**src/rtl/regfile_wb_scheduler.sv**
```systemverilog
// Register-file writeback scheduler.
// Two writeback sources (ALU pipe and load unit) share the single register-file
// write port. The port is registered, so a write appears one cycle after its
// handshake. A per-register pending-write scoreboard flags RAW hazards to decode
// and stalls issue when a register's counter is saturated.
module regfile_wb_scheduler #(
  parameter int unsigned NUM_REGS  = 32,
  parameter int unsigned ADDR_W    = 5,
  parameter int unsigned DATA_W    = 32,
  parameter int unsigned CNT_W     = 2,
  parameter bit          RR_ENABLE = 1'b1
) (
  input  logic              clk,
  input  logic              reset,
  input  logic              iss_valid,
  input  logic [ADDR_W-1:0] iss_rd,
  output logic              iss_ready,
  input  logic [ADDR_W-1:0] rs1_addr,
  input  logic [ADDR_W-1:0] rs2_addr,
  output logic              hazard,
  input  logic              alu_valid,
  input  logic [ADDR_W-1:0] alu_rd,
  input  logic [DATA_W-1:0] alu_data,
  output logic              alu_ready,
  input  logic              ld_valid,
  input  logic [ADDR_W-1:0] ld_rd,
  input  logic [DATA_W-1:0] ld_data,
  output logic              ld_ready,
  output logic              wr_en,
  output logic [ADDR_W-1:0] wr_addr,
  output logic [DATA_W-1:0] wr_data
);

  typedef enum logic {GRANT_ALU, GRANT_LD} grant_e;

  grant_e              last_grant;
  logic [CNT_W-1:0]    cnt [NUM_REGS];
  logic                inc_en;
  logic                dec_en;
  logic [NUM_REGS-1:0] inc_vec;
  logic [NUM_REGS-1:0] dec_vec;

  // Arbitration: at most one ready per cycle; on conflict either round-robin or ALU first.
  always_comb begin
    alu_ready = 1'b0;
    ld_ready  = 1'b0;
    if (!reset) begin
      if (alu_valid && ld_valid) begin
        if (RR_ENABLE && (last_grant == GRANT_ALU)) ld_ready  = 1'b1;
        else                                        alu_ready = 1'b1;
      end else begin
        alu_ready = alu_valid;
        ld_ready  = ld_valid;
      end
    end
  end

  // Remember which source won most recently; reset favours the ALU on the first conflict.
  always_ff @(posedge clk) begin
    if (reset)                       last_grant <= GRANT_LD;
    else if (alu_valid && alu_ready) last_grant <= GRANT_ALU;
    else if (ld_valid && ld_ready)   last_grant <= GRANT_LD;
  end

  // Registered write port; x0 requests are consumed without a write and leave addr/data untouched.
  always_ff @(posedge clk) begin
    if (reset) begin
      wr_en   <= 1'b0;
      wr_addr <= '0;
      wr_data <= '0;
    end else begin
      wr_en <= 1'b0;
      if (alu_valid && alu_ready && (alu_rd != '0)) begin
        wr_en   <= 1'b1;
        wr_addr <= alu_rd;
        wr_data <= alu_data;
      end else if (ld_valid && ld_ready && (ld_rd != '0)) begin
        wr_en   <= 1'b1;
        wr_addr <= ld_rd;
        wr_data <= ld_data;
      end
    end
  end

  // Issue stall and hazard detection from the current (pre-update) counters.
  always_comb begin
    iss_ready = !reset && ((iss_rd == '0) || (cnt[iss_rd] != '1));
    hazard    = ((rs1_addr != '0) && (cnt[rs1_addr] != '0)) ||
                ((rs2_addr != '0) && (cnt[rs2_addr] != '0));
  end

  // Decode per-register increment/decrement strobes.
  always_comb begin
    inc_en  = iss_valid && iss_ready && (iss_rd != '0);
    dec_en  = wr_en && (wr_addr != '0);
    inc_vec = '0;
    dec_vec = '0;
    if (inc_en) inc_vec[iss_rd]  = 1'b1;
    if (dec_en) dec_vec[wr_addr] = 1'b1;
  end

  // Pending-write counters; decrement coincides with the register-file commit edge.
  always_ff @(posedge clk) begin
    if (reset) begin
      for (int unsigned r = 0; r < NUM_REGS; r++) cnt[r] <= '0;
    end else begin
      cnt[0] <= '0;
      for (int unsigned r = 1; r < NUM_REGS; r++) begin
        if (inc_vec[r] && !dec_vec[r])
          cnt[r] <= cnt[r] + CNT_W'(1);
        else if (dec_vec[r] && !inc_vec[r] && (cnt[r] != '0))
          cnt[r] <= cnt[r] - CNT_W'(1);
      end
    end
  end

`ifndef SYNTHESIS
  // A writeback to a register with no outstanding issue is a protocol error.
  a_no_underflow: assert property (@(posedge clk) disable iff (reset)
    dec_en |-> (cnt[wr_addr] != '0));
`endif

endmodule

```
**config.mk**
```make
export PLATFORM = sky130hd
export DESIGN_NAME = regfile_wb_scheduler
export DESIGN_NICKNAME = d
export VERILOG_FILES = /design/src/rtl/regfile_wb_scheduler.sv
export SDC_FILE = /design/constraint.sdc
export NUM_CORES = 1
export LEC_CHECK = 0
export CORE_ASPECT_RATIO = 1.4
export CORE_UTILIZATION = 49
export DETAILED_ROUTE_END_ITERATION = 7
export GPL_TIMING_DRIVEN = 1
export PLACE_DENSITY = 0.76
export SYNTH_ARGS = -nofsm -noshare
export SYNTH_HDL_FRONTEND = slang
export SYNTH_SLANG_ARGS = --single-unit
```
**constraint.sdc**
```tcl
create_clock -name clk -period 3.9 [get_ports clk]
set_clock_uncertainty 0.1 [all_clocks]
set_input_delay 1.17 -clock clk [delete_from_list [all_inputs] [get_ports clk]]
set_output_delay 1.17 -clock clk [all_outputs]
set_load 0.1 [all_outputs]
```
Yosys cells after proc, flatten, opt, wreduce, memory -nomap -nowiden
Memory sizes are Yosys's and may differ from the RTL's.
Cells that the tools add are included.
- reduce and logical (&&, ||, !) cells: 213
- magnitude comparators: 4
- equality and inequality tests: 1
- bitwise gates (word level): 63
- muxes and demuxes: 303
- add/subtract/negate cells: 62
- operators with widths (kind ; count):
    2-to-1 mux 1 bit ; 232
    2-to-1 mux 32 bit ; 4
    2-to-1 mux 2 bit ; 63
    logical AND 1 bit ; 106
    nonzero test 2 bit ; 35
    zero test 1 bit ; 63
    OR 1 bit ; 63
    adder 2 x 1 -> 2 bit, second input constant ; 31
    subtractor 2 x 1 -> 2 bit, second input constant ; 31
    nonzero test 5 bit ; 6
    less-than comparator 5 x 6 -> 1 bit, second input constant ; 2
    demux 1 bit (select 5 bit) ; 2
    >= comparator 5 x 1 -> 1 bit, second input constant ; 2
    2-to-1 mux 5 bit ; 2
    zero test 5 bit ; 1
    logical OR 1 bit ; 2
    inequality test 2 bit, second input constant ; 1
- logic and storage cells: 651
- RAM bits: 64
- memories: 1
- register bits after elaboration: 39
- input port bits: 94
- output and inout port bits: 42
- memories (name ; depth ; width ; read ports ; clocked after Yosys merged registers in ; wr ports ; line ; text):
    cnt ; 32 ; 2 ; 34 ; 0 ; 32 ; 37 ; logic [CNT_W-1:0] cnt [NUM_REGS];

Logic depth before layout (Yosys ltp)
Gate-level depths: netlist of run 1.
An unclocked memory read counts as a cell.
- depth in word-level cells: 15
- gate-level depth with buffers: 11
- mapped depth without buffers: 7

Worst setup path after synthesis of run 1
No wires, ideal clock.
- path kind: input port to output port
- start point: input iss_rd[1]
- end point: output iss_ready
- slack: -1116 ps
- buffers on the path: 1
- data arrival time: 3746 ps
- cell stages on the path: 7
- cells stage by stage: mux4_2 nor2b_4 o31ai_4 o211ai_2 buf_6 and2_1 nor2_1
- longest elaborated chain between the ends: 4
- elaborated cells between the ends (all ways): 5
- ends and longest elaborated chain (what ; line ; text):
    start: declaration ; 16 ; input logic [ADDR_W-1:0] iss_rd,
    memory (32 x 2 bit) ; -- ;
    inequality test 2 bit ; 87 ; iss_ready = !reset && ((iss_rd == '0) || (cnt[iss_rd] != '1));
    logical OR 1 bit (*) ; 87 ;
    logical AND 1 bit (*) ; 87 ;
    end: declaration ; 17 ; output logic iss_ready,
Every way passes the cells marked *; elsewhere a longest branch is shown, timed or not.

Final worst setup path of run 1
- start point: input rs2_addr[4]
- end point: output hazard
- longest elaborated chain between the ends: 4
- elaborated cells between the ends (all ways): 5
- ends and longest elaborated chain (what ; line ; text):
    start: declaration ; 19 ; input logic [ADDR_W-1:0] rs2_addr,
    memory (32 x 2 bit) ; -- ;
    nonzero test 2 bit ; 89 ; ((rs2_addr != '0) && (cnt[rs2_addr] != '0));
    logical AND 1 bit (*) ; 89 ;
    logical OR 1 bit (*) ; 88 ; hazard = ((rs1_addr != '0) && (cnt[rs1_addr] != '0)) ||
    end: declaration ; 20 ; output logic hazard,
Marked as above.

==> results of run 1 <==
-- cells in the final DEF, fill, tap and decap left out, types with 11 or more instances in the layout --
cell | Yosys | routed
a211oi_1 | 47 | 46
nor3_1 | 23 | 19
edfxtp_1 | 62 | 62
clkdlybuf4s50_1 | 0 | 80
inv_1 | 15 | 14
nor2_1 | 108 | 106
mux4_2 | 17 | 17
xor2_1 | 16 | 16
a31oi_1 | 12 | 12
a21oi_1 | 24 | 22
and3_1 | 15 | 15
dfxtp_1 | 39 | 39
a211o_1 | 13 | 13
nand2_1 | 66 | 66
nand4_1 | 12 | 12
mux2i_1 | 71 | 58
nand3_1 | 30 | 29
buf_4 | 6 | 127
o21ai_0 | 12 | 11
-- routing by layer --
layer | wire length, um | share of wire | vias to the layer above
li1 | - | - | 3439
met3 | 1950 | 0.080 | 93
met2 | 12200 | 0.50 | 407
met1 | 8770 | 0.36 | 3478
met4 | 1600 | 0.065 | 0
met5 | 0 | 0 | -
-- registers in the layout, summed over array words and instances (netlist names) --
signal,count
wr_data,32
last_grant,1
cnt,62
wr_en,1
wr_addr,5
-- how the worst min path moves through the flow --
stage,startpoint,endpoint,slack (ps)
2_1_floorplan,last_grant,last_grant,360
3_3_place_gp,last_grant,last_grant,370
3_5_place_dp,last_grant,last_grant,380
4_1_cts,last_grant,last_grant,390
5_1_grt,last_grant,last_grant,470
6_report,last_grant,last_grant,390
-- kinds of logic (layout without fill, tap and decap cells) --
family	Yosys count	in the layout	synth area share
XOR/XNOR	25	25	0.0297
adder cells (fa/ha/maj)	1	1	0.00170
AND/OR/NAND/NOR	309	309	0.202
AO/OA/AOI/OAI	197	197	0.209
flip-flops	101	101	0.358
multiplexers	91	91	0.153
buffers and inverters	76	266	0.0466
-- area by class of cell --
| class | count | area (um2) |
|---|---|---|
| fillers | 1187 | 4520 |
| clock buffers | 10 | 229 |
| well taps | 189 | 236 |
| multi-input cells | 623 | 4670 |
| clock inverters | 6 | 46.3 |
| inverters | 15 | 56.3 |
| flip-flops and latches | 101 | 2640 |
| repair buffers | 235 | 2170 |
-- critical path, stage by stage --
cell	delay, ps
clkdlybuf4s15_1	310
mux4_2	340
mux4_2	490
a21oi_2	140
or2_4	130
buf_12	160
-- repair_timing --
action                                  CTS  global route
pin swaps                                13             7
resized for setup                        71            22
gates cloned                              5             0
hold buffers                              0             0
endpoints found under the setup margin    5             2
buffers inserted                          7             2
-- per-stage QoR --
step | util | setup WS, ps | hold WS (ps) | area (um2)
after detailed placement | 0.643 | -676 | 379 | 9370
after floorplan | - | -279 | 361 | 7450
after global routing | 0.690 | -163 | 471 | 10000
after global placement | 0.643 | -620 | 373 | 9370
after CTS | 0.684 | -168 | 394 | 9970
final | 0.690 | -123 | 392 | 10000
-- power groups by stage --
stage / combinational, W / sequential [W] / clock, W
floorplan: 0.000415 / 0.00153 / 0
global placement: 0.000968 / 0.00131 / 0
detailed placement: 0.000981 / 0.00131 / 0
CTS: 0.00103 / 0.00129 / 0.000873
global route: 0.00109 / 0.00131 / 0.000914
finish: 0.00104 / 0.00130 / 0.000872
==> implementation parameters, run 1 <==
Parameter                              Value

Routing
  1st-iter DRT viols ... 520
  DRT Pass-1 Iters ... 5
  Average via count per standard cell ... 6.29
  Drc violations ... 0
  Final routed wire length divided by cell count ... 20.8 um
  Overall via count from detail_route ... 7,417
  Antenna Violating Nets Remaining ... 0
  Final WL ... 24,500 um

Critical path
  R2r worst-path depth ... 11
  Endpoint kind of the worst setup timing path ... primary output
  CP max FO ... 5
  R2R Setup Slk ... 730 ps
  FF-to-FF Start ... cnt[16][0]
  Reg2Reg Capture Point ... cnt[16][1]
  Data arrival, critical path ... 2750 ps
  Beginning of the critical path ... rs2_addr[4]
  Worst setup path category ... in2out
  Data required time at the worst endpoint ... 2630 ps
  Kind of launch point of the worst setup path ... input pin
  Crit path to ... hazard

Floorplan
  Std-Cell Rows ... 52
  Die Wd ... 106 um
  Total core area ... 14,600 um2
  Die Footprint ... 15,600 um2
  Initial Utilization ... 0.506
  Die height ... 147 um
  Top-level I/O count ... 136

Placement
  IO buf count ... 135
  GP Congestion ... 0.983
  HPWL after detailed placement ... 18,300 um
  Total placed cells including tap cells ... 1,150

GRT
  Busiest grt layer ... met2
  First-pass GRT wire length ... 38,500 um
  Met1 GRT Util ... 0.348
  Overflow left after global routing ... 0
  Overall fraction of global-route tracks in use ... 0.321
  Via count of the first global-routing pass ... 7,400
  Met3 Usage GRT ... 0.0736
  Global-route met2 utilization ... 0.556
  Number of antenna violations at the first check in global routing ... 0
  Largest net degree at the start of global routing ... 57

Finish
  Fraction of layout cells with a size suffix above 1 ... 0.245
  Total number of nets in the final design ... 1,080
  Growth of design area from synthesis to finish ... 36.3%
  ANT cells ... 0
  Count of non-filler cells in the finished layout ... 1,179

Synth
  Async set-reset flop share out of synthesis ... 0
  Mean post-synth cell area ... 9.22 um2
  Sequential area share after synthesis ... 0.358
  Synth Net Count ... 895
  Area of the mapped netlist ... 7380 um2
  Number of distinct library cell variants in the gate-level netlist after synthesis ... 63
  Top flip-flop cell by instance count after synthesis ... edfxtp_1
  Synthesis warning total ... 0
  Synth top cells by count ... 108 x nor2_1, 71 x mux2i_1, 66 x nand2_1, 62 x edfxtp_1, 47 x a211oi_1
  Gate count of the mapped netlist ... 800
  Number of synthesized flops with an enable pin ... 62
  Library cell with the largest summed area after synthesis ... edfxtp_1
  Library cell with the highest instance count after synthesis ... nor2_1
  Dominant cells by area after synthesis ... edfxtp_1 25%, dfxtp_1 11%, mux2i_1 9.6%
  Total of flip-flops plus latches after synthesis ... 101
  Area fraction of the dominant cell type after synthesis ... 0.252

Clock tree
  Clock-pin slew on the worst setup and hold paths ... 80 ps
  Clk_lat worst skew ... 360 ps
  Clock tree from TritonCTS ... built
  CTS root buf ... clkbuf_16
  H-Tree Level Count ... 3
  Clk sinks ... 101
  TritonCTS Buffers ... 9
  Maximum buffer depth of the clock tree ... 2

Timing
  Slew Limit Fails ... 0
  Worst slew margin relative to its limit ... 0.347
  Final worst slack ... -123 ps
  Count of final setup violators ... 2
  Slew at the pin closest to its max-slew limit ... 977 ps
  RSZ-0062 raised after global routing ... yes
  Final Cycle Share ... 1.03
  Fin Setup TNS ... -214 ps
  Final hold violations ... 0
  Final min period ... 4020 ps
  Achievable frequency ... 0.249 GHz

Run status
  Run status ... finished with violations
  Violations in the final reports ... negative setup slack

Power and ir drop
  Share of power burned in the clock network ... 0.271
  Cell area power density ... 320 nW/um2
  Maximum ir drop on the vdd rail ... 0.225 mV
  NetSw ... 0.00116 W
  Switching share of power ... 0.361
  Internal portion of total power ... 0.00205 W
  Leakage ... 4.01 nW
  Combinational power share ... 0.325
  Power after layout ... 0.00321 W
  Portion of total power attributed to sequential cells ... 0.404

Flow run
  Max_cap viols ... 0

Worst hold path
  Class of the worst hold path ... reg2reg
  Cell depth of the worst hold path ... 2
(Power assumes the default switching activity.)
==> inputs of run 2 (changes only) <==
- SKIP_CTS_REPAIR_TIMING: unset -> 1
==> run 2 against run 1 <==
The run still ends with negative setup slack left. Critical path depth rose by 1. Sequential share of layout area rose by 0.21 points. Wire length barely moved. Clock power fell by 0.5%. Utilization fell by 0.56 points. Design area fell by 0.81%. Critical path type unchanged.
==> implementation parameters, run 2 (synthesized netlist as in run 1, its figures left out) <==
Parameter                              Value

Clock tree
  Maximum buffer depth of the clock tree ... 2 (unchanged)
  Clk sinks ... 101 (unchanged)
  Clock tree from TritonCTS ... built (unchanged)
  Clock-pin slew on the worst setup and hold paths ... 70 ps (was 80 ps)
  TritonCTS Buffers ... 9 (unchanged)
  H-Tree Level Count ... 3 (unchanged)
  Clk_lat worst skew ... 360 ps (about the same)
  CTS root buf ... clkbuf_16 (unchanged)

Floorplan
  Die height ... 147 um (unchanged)
  Die Footprint ... 15,600 um2 (unchanged)
  Total core area ... 14,600 um2 (unchanged)
  Top-level I/O count ... 136 (unchanged)
  Std-Cell Rows ... 52 (unchanged)
  Die Wd ... 106 um (unchanged)
  Initial Utilization ... 0.506 (unchanged)

Critical path
  R2R Setup Slk ... 730 ps (about the same)
  Crit path to ... hazard (unchanged)
  Beginning of the critical path ... rs2_addr[2] (was rs2_addr[4])
  Reg2Reg Capture Point ... cnt[16][1] (unchanged)
  Data required time at the worst endpoint ... 2630 ps (about the same)
  Worst setup path category ... in2out (unchanged)
  R2r worst-path depth ... 11 (unchanged)
  Kind of launch point of the worst setup path ... input pin (unchanged)
  CP max FO ... 7 (was 5)
  FF-to-FF Start ... cnt[16][0] (unchanged)
  Data arrival, critical path ... 2790 ps (was 2750 ps)
  Endpoint kind of the worst setup timing path ... primary output (unchanged)

Power and ir drop
  Leakage ... 4.03 nW (was 4.01 nW)
  Combinational power share ... 0.323 (was 0.325)
  Portion of total power attributed to sequential cells ... 0.405 (was 0.404)
  Internal portion of total power ... 0.00204 W (was 0.00205 W)
  NetSw ... 0.00115 W (was 0.00116 W)
  Power after layout ... 0.00320 W (was 0.00321 W)
  Cell area power density ... 321 nW/um2 (was 320 nW/um2)
  Share of power burned in the clock network ... 0.272 (was 0.271)
  Maximum ir drop on the vdd rail ... 0.225 mV (about the same)
  Switching share of power ... 0.360 (was 0.361)

Finish
  Growth of design area from synthesis to finish ... 35.1% (was 36.3%)
  Max FFs per register ... 62 (unchanged)
  Largest registers in the final layout ... cnt: 62 flops, wr_data: 32 flops, wr_addr: 5 flops (unchanged)
  Fraction of layout cells with a size suffix above 1 ... 0.236 (was 0.245)
  Register name with the most flops ... cnt (unchanged)
  ANT cells ... 0 (unchanged)
  Most used cells in the layout excluding fill and tap cells ... 129 x buf_4, 107 x nor2_1, 80 x clkdlybuf4s50_1 (was 127 x buf_4, 106 x nor2_1, 80 x clkdlybuf4s50_1)
  Total number of nets in the final design ... 1,080 (unchanged)
  Most common cell after layout, fill and taps aside ... buf_4 (unchanged)

Routing
  Drc violations ... 0 (unchanged)
  1st-iter DRT viols ... 499 (was 520)
  Final WL ... 24,500 um (about the same)
  Antenna Violating Nets Remaining ... 0 (unchanged)
  DRT Pass-1 Iters ... 5 (unchanged)
  Overall via count from detail_route ... 7,363 (was 7,417)
  Final routed wire length divided by cell count ... 20.8 um (about the same)
  Average via count per standard cell ... 6.25 (was 6.29)

GRT
  Overflow left after global routing ... 0 (unchanged)
  Largest net degree at the start of global routing ... 57 (unchanged)
  Via count of the first global-routing pass ... 7,121 (was 7,400)
  Number of antenna violations at the first check in global routing ... 0 (unchanged)
  First-pass GRT wire length ... 37,200 um (was 38,500 um)
  Overall fraction of global-route tracks in use ... 0.310 (was 0.321)

Timing
  Worst Hold Margin ... 392 ps (about the same)
  Final Cycle Share ... 1.04 (was 1.03)
  Final min period ... 4060 ps (was 4020 ps)
  Count of final setup violators ... 2 (unchanged)
  Slew Limit Fails ... 0 (unchanged)
  Achievable frequency ... 0.246 GHz (was 0.249 GHz)
  RSZ-0062 raised after global routing ... yes (unchanged)
  Fin Setup TNS ... -272 ps (was -214 ps)
  Final hold violations ... 0 (unchanged)
  Slew at the pin closest to its max-slew limit ... 1000 ps (was 977 ps)
  Final worst slack ... -164 ps (was -123 ps)
  Worst slew margin relative to its limit ... 0.329 (was 0.347)

Placement
  GP Congestion ... 0.983 (unchanged)
  HPWL after detailed placement ... 18,300 um (unchanged)
  Pre-CTS setup slack ... -676 ps (unchanged)
  IO buf count ... 135 (unchanged)

Flow run
  Max_cap viols ... 0 (unchanged)

Worst hold path
  Class of the worst hold path ... reg2reg (unchanged)

Run status
  Run status ... finished with violations (unchanged)
  Violations in the final reports ... negative setup slack (unchanged)
-- run 2: worst min-delay path by stage --
| stage | start | endpoint | slack (ps) | cells past startpoint |
|---|---|---|---|---|
| after floorplan | last_grant | last_grant | 360 | 2 |
| after global placement | last_grant | last_grant | 370 | 2 |
| after detailed placement | last_grant | last_grant | 380 | 2 |
| after CTS | last_grant | last_grant | 390 | 2 |
| after global routing | last_grant | last_grant | 470 | 2 |
| final | last_grant | last_grant | 390 | 2 |
-- run 2: area by class of cell --
type / count / area (um2)
Clock inverter: 6 / 46.3
Inverter: 15 / 56.3
Sequential cell: 101 / 2640
Timing Repair Buffer: 235 / 2180
Tap cell: 189 / 236
Multi-Input combinational cell: 623 / 4580
Fill cell: 1200 / 4610
Clock buffer: 10 / 229
-- run 2: power by group through the flow --
stage	combinational (W)	sequential, W	clock [W]
5_1_grt	0.00108	0.00131	0.000911
6_report	0.00103	0.00130	0.000868
2_1_floorplan	0.000415	0.00153	0
4_1_cts	0.000983	0.00129	0.000873
3_5_place_dp	0.000981	0.00131	0
3_3_place_gp	0.000968	0.00131	0
-- run 2: metal layers --
layer,routed length (um),global-route usage
met1,9010,0.342
met2,11900,0.531
met4,1690,0.208
met5,0,0
met3,1880,0.0688
-- run 2: through the flow --
step	instance area, um2	utilization	std cells
finish	9970	0.684	1179
global route	9970	0.684	1179
CTS	9640	0.662	1166
detailed placement	9370	0.643	1150
global placement	9370	0.643	1150
floorplan	7450	-	800
-- run 2: critical path, stage by stage --
cell     delay, ps
buf_6           70
buf_8          120
mux4_2         500
mux4_2         490
a21oi_2        140
or2_4          130
buf_12         160
==> inputs of run 3 (changes only) <==
==> constraint.sdc (replaced) <==
create_clock -name clk -period 3.9 [get_ports clk]
set_clock_uncertainty 0.1 [all_clocks]
set_input_delay 0.975 -clock clk [delete_from_list [all_inputs] [get_ports clk]]
set_output_delay 0.975 -clock clk [all_outputs]
set_load 0.1 [all_outputs]
==> run 3 against run 2 <==
The run now ends clean. Sequential share of layout area up 0.48 points. Final cell count down 1.6%. Utilization down 1.2 points. Highest routed layer is now met5.
==> implementation parameters, run 3 (synthesized netlist as in run 1, its figures left out) <==
Parameter                              Value

Timing
  RSZ-0062 raised after global routing ... no (was yes)
  Final worst slack ... 113 ps (was -164 ps)
  Worst slew margin relative to its limit ... 0.322 (was 0.329)
  Count of final setup violators ... 0 (was 2)
  Final Cycle Share ... 0.971 (was 1.04)
  Slew Limit Fails ... 0 (unchanged)
  Worst Hold Margin ... 392 ps (about the same)
  Slew at the pin closest to its max-slew limit ... 1010 ps (was 1000 ps)
  Final min period ... 3790 ps (was 4060 ps)
  Achievable frequency ... 0.264 GHz (was 0.246 GHz)
  Final hold violations ... 0 (unchanged)

Finish
  Register name with the most flops ... cnt (unchanged)
  Most common cell after layout, fill and taps aside ... clkdlybuf4s50_1 (was buf_4)
  Max FFs per register ... 62 (unchanged)
  Fraction of layout cells with a size suffix above 1 ... 0.165 (was 0.236)
  Most used cells in the layout excluding fill and tap cells ... 114 x clkdlybuf4s50_1, 107 x nor2_1, 76 x buf_4 (was 129 x buf_4, 107 x nor2_1, 80 x clkdlybuf4s50_1)
  Count of non-filler cells in the finished layout ... 1,160 (was 1,179)
  Total number of nets in the final design ... 1,061 (was 1,080)
  Growth of design area from synthesis to finish ... 32.7% (was 35.1%)
  Share of the core filled with cells ... 0.672 (was 0.684)
  Largest registers in the final layout ... cnt: 62 flops, wr_data: 32 flops, wr_addr: 5 flops (unchanged)
  Post-route cell area ... 9790 um2 (was 9970 um2)
  ANT cells ... 0 (unchanged)

Routing
  1st-iter DRT viols ... 543 (was 499)
  Overall via count from detail_route ... 7,256 (was 7,363)
  Final WL ... 23,900 um (was 24,500 um)
  Drc violations ... 0 (unchanged)
  Final routed wire length divided by cell count ... 20.6 um (was 20.8 um)
  Average via count per standard cell ... 6.26 (was 6.25)
  DRT Pass-1 Iters ... 5 (unchanged)
  Antenna Violating Nets Remaining ... 0 (unchanged)

Floorplan
  Top-level I/O count ... 136 (unchanged)
  Die height ... 147 um (unchanged)
  Initial Utilization ... 0.506 (unchanged)
  Total core area ... 14,600 um2 (unchanged)
  Std-Cell Rows ... 52 (unchanged)
  Die Wd ... 106 um (unchanged)
  Die Footprint ... 15,600 um2 (unchanged)

Critical path
  Data arrival, critical path ... 2710 ps (was 2790 ps)
  Maximum single-stage delay on the critical path ... 550 ps (was 500 ps)
  Worst setup path category ... in2out (unchanged)
  Endpoint kind of the worst setup timing path ... primary output (unchanged)
  Highest-delay cell along the critical path ... mux4_2 (unchanged)
  Data required time at the worst endpoint ... 2820 ps (was 2630 ps)
  CP max FO ... 5 (was 7)
  Chain of cells forming the critical path ... dlymetal6s2s_1, mux4_2, mux4_2, a21oi_1, or2_4, buf_12 (was buf_6, buf_8, mux4_2, mux4_2, a21oi_2, or2_4, buf_12)
  Library cell appearing most often on the critical path ... mux4_2 (unchanged)
  Kind of launch point of the worst setup path ... input pin (unchanged)

Placement
  Placed Instance Area ... 9390 um2 (was 9370 um2)
  HPWL after detailed placement ... 18,200 um (was 18,300 um)
  Total placed cells including tap cells ... 1,141 (was 1,150)
  IO buf count ... 135 (unchanged)
  GP Congestion ... 0.938 (was 0.983)
  Pre-CTS setup slack ... -272 ps (was -676 ps)

Power and ir drop
  Leakage ... 3.90 nW (was 4.03 nW)
  Cell area power density ... 322 nW/um2 (was 321 nW/um2)
  Maximum ir drop on the vdd rail ... 0.253 mV (was 0.225 mV)

Flow run
  Max_cap viols ... 0 (unchanged)

GRT
  Via count of the first global-routing pass ... 7,083 (was 7,121)
  Number of antenna violations at the first check in global routing ... 1 (was 0)
  First-pass GRT wire length ... 37,000 um (was 37,200 um)
  Overall fraction of global-route tracks in use ... 0.306 (was 0.310)
  Largest net degree at the start of global routing ... 56 (was 57)
  Overflow left after global routing ... 0 (unchanged)

Run status
  Run status ... finished clean (was finished with violations)

Clock tree
  Clock-pin slew on the worst setup and hold paths ... 70 ps (about the same)
  Maximum buffer depth of the clock tree ... 2 (unchanged)
  CTS root buf ... clkbuf_16 (unchanged)
  Clock tree from TritonCTS ... built (unchanged)
  H-Tree Level Count ... 3 (unchanged)
  Clk sinks ... 101 (unchanged)
  Clk_lat worst skew ... 350 ps (was 360 ps)
  TritonCTS Buffers ... 9 (unchanged)

Worst hold path
  Class of the worst hold path ... reg2reg (unchanged)
## run 3: cell types whose count changed in the layout (fill, tap and decap cells not counted), sizes merged
cell / before / now
clkbuf: 16 / 12
dlymetal6s2s: 6 / 9
clkdlybuf4s50: 80 / 114
inv: 17 / 16
clkinv: 4 / 3
buf: 143 / 93
## run 3: path summary, 6_finish.rpt
check	end	slack, ps	start	cells past startpoint
setup reg to reg	cnt[11][0]	750	cnt[16][0]	10
hold reg to reg	last_grant	390	last_grant	2
hold / removal	last_grant	390	last_grant	2
setup / recovery	hazard	110	rs1_addr[2]	6
## run 3: worst max-delay path: cells and delay by family
kind | cells | cell delay (ps)
simple gates | 1 | 140
mux | 2 | 1020
compound gates | 1 | 150
buf+inv | 2 | 420
## run 3: metrics by stage
step | setup TNS, ps | total power (W)
CTS | -464 | 0.00314
detailed placement | -5070 | 0.00229
floorplan | 0 | 0.00193
global placement | -3200 | 0.00228
global route | 0 | 0.00326
finish | 0 | 0.00315
## run 3: area by class of cell
class	instances	area, um2
clock inverters	4	23.8
flip-flops and latches	101	2640
multi-input cells	623	4500
inverters	15	56.3
clock buffers	12	246
fillers	1184	4780
repair buffers	216	2080
well taps	189	236
## run 3: where the power goes
group	total, W	internal (W)	switching [W]
sequential	0.00129	0.00121	0.0000821
clock	0.000853	0.000451	0.000402
combinational	0.00100	0.000380	0.000624
total	0.00315	0.00204	0.00111
## run 3: metal layers
| layer | wire length (um) | part of all wire | track usage |
|---|---|---|---|
| met5 | 7 | 0.00029 | 0 |
| met1 | 8760 | 0.37 | 0.342 |
| met4 | 1520 | 0.064 | 0.190 |
| met2 | 11800 | 0.49 | 0.521 |
| met3 | 1820 | 0.076 | 0.0750 |
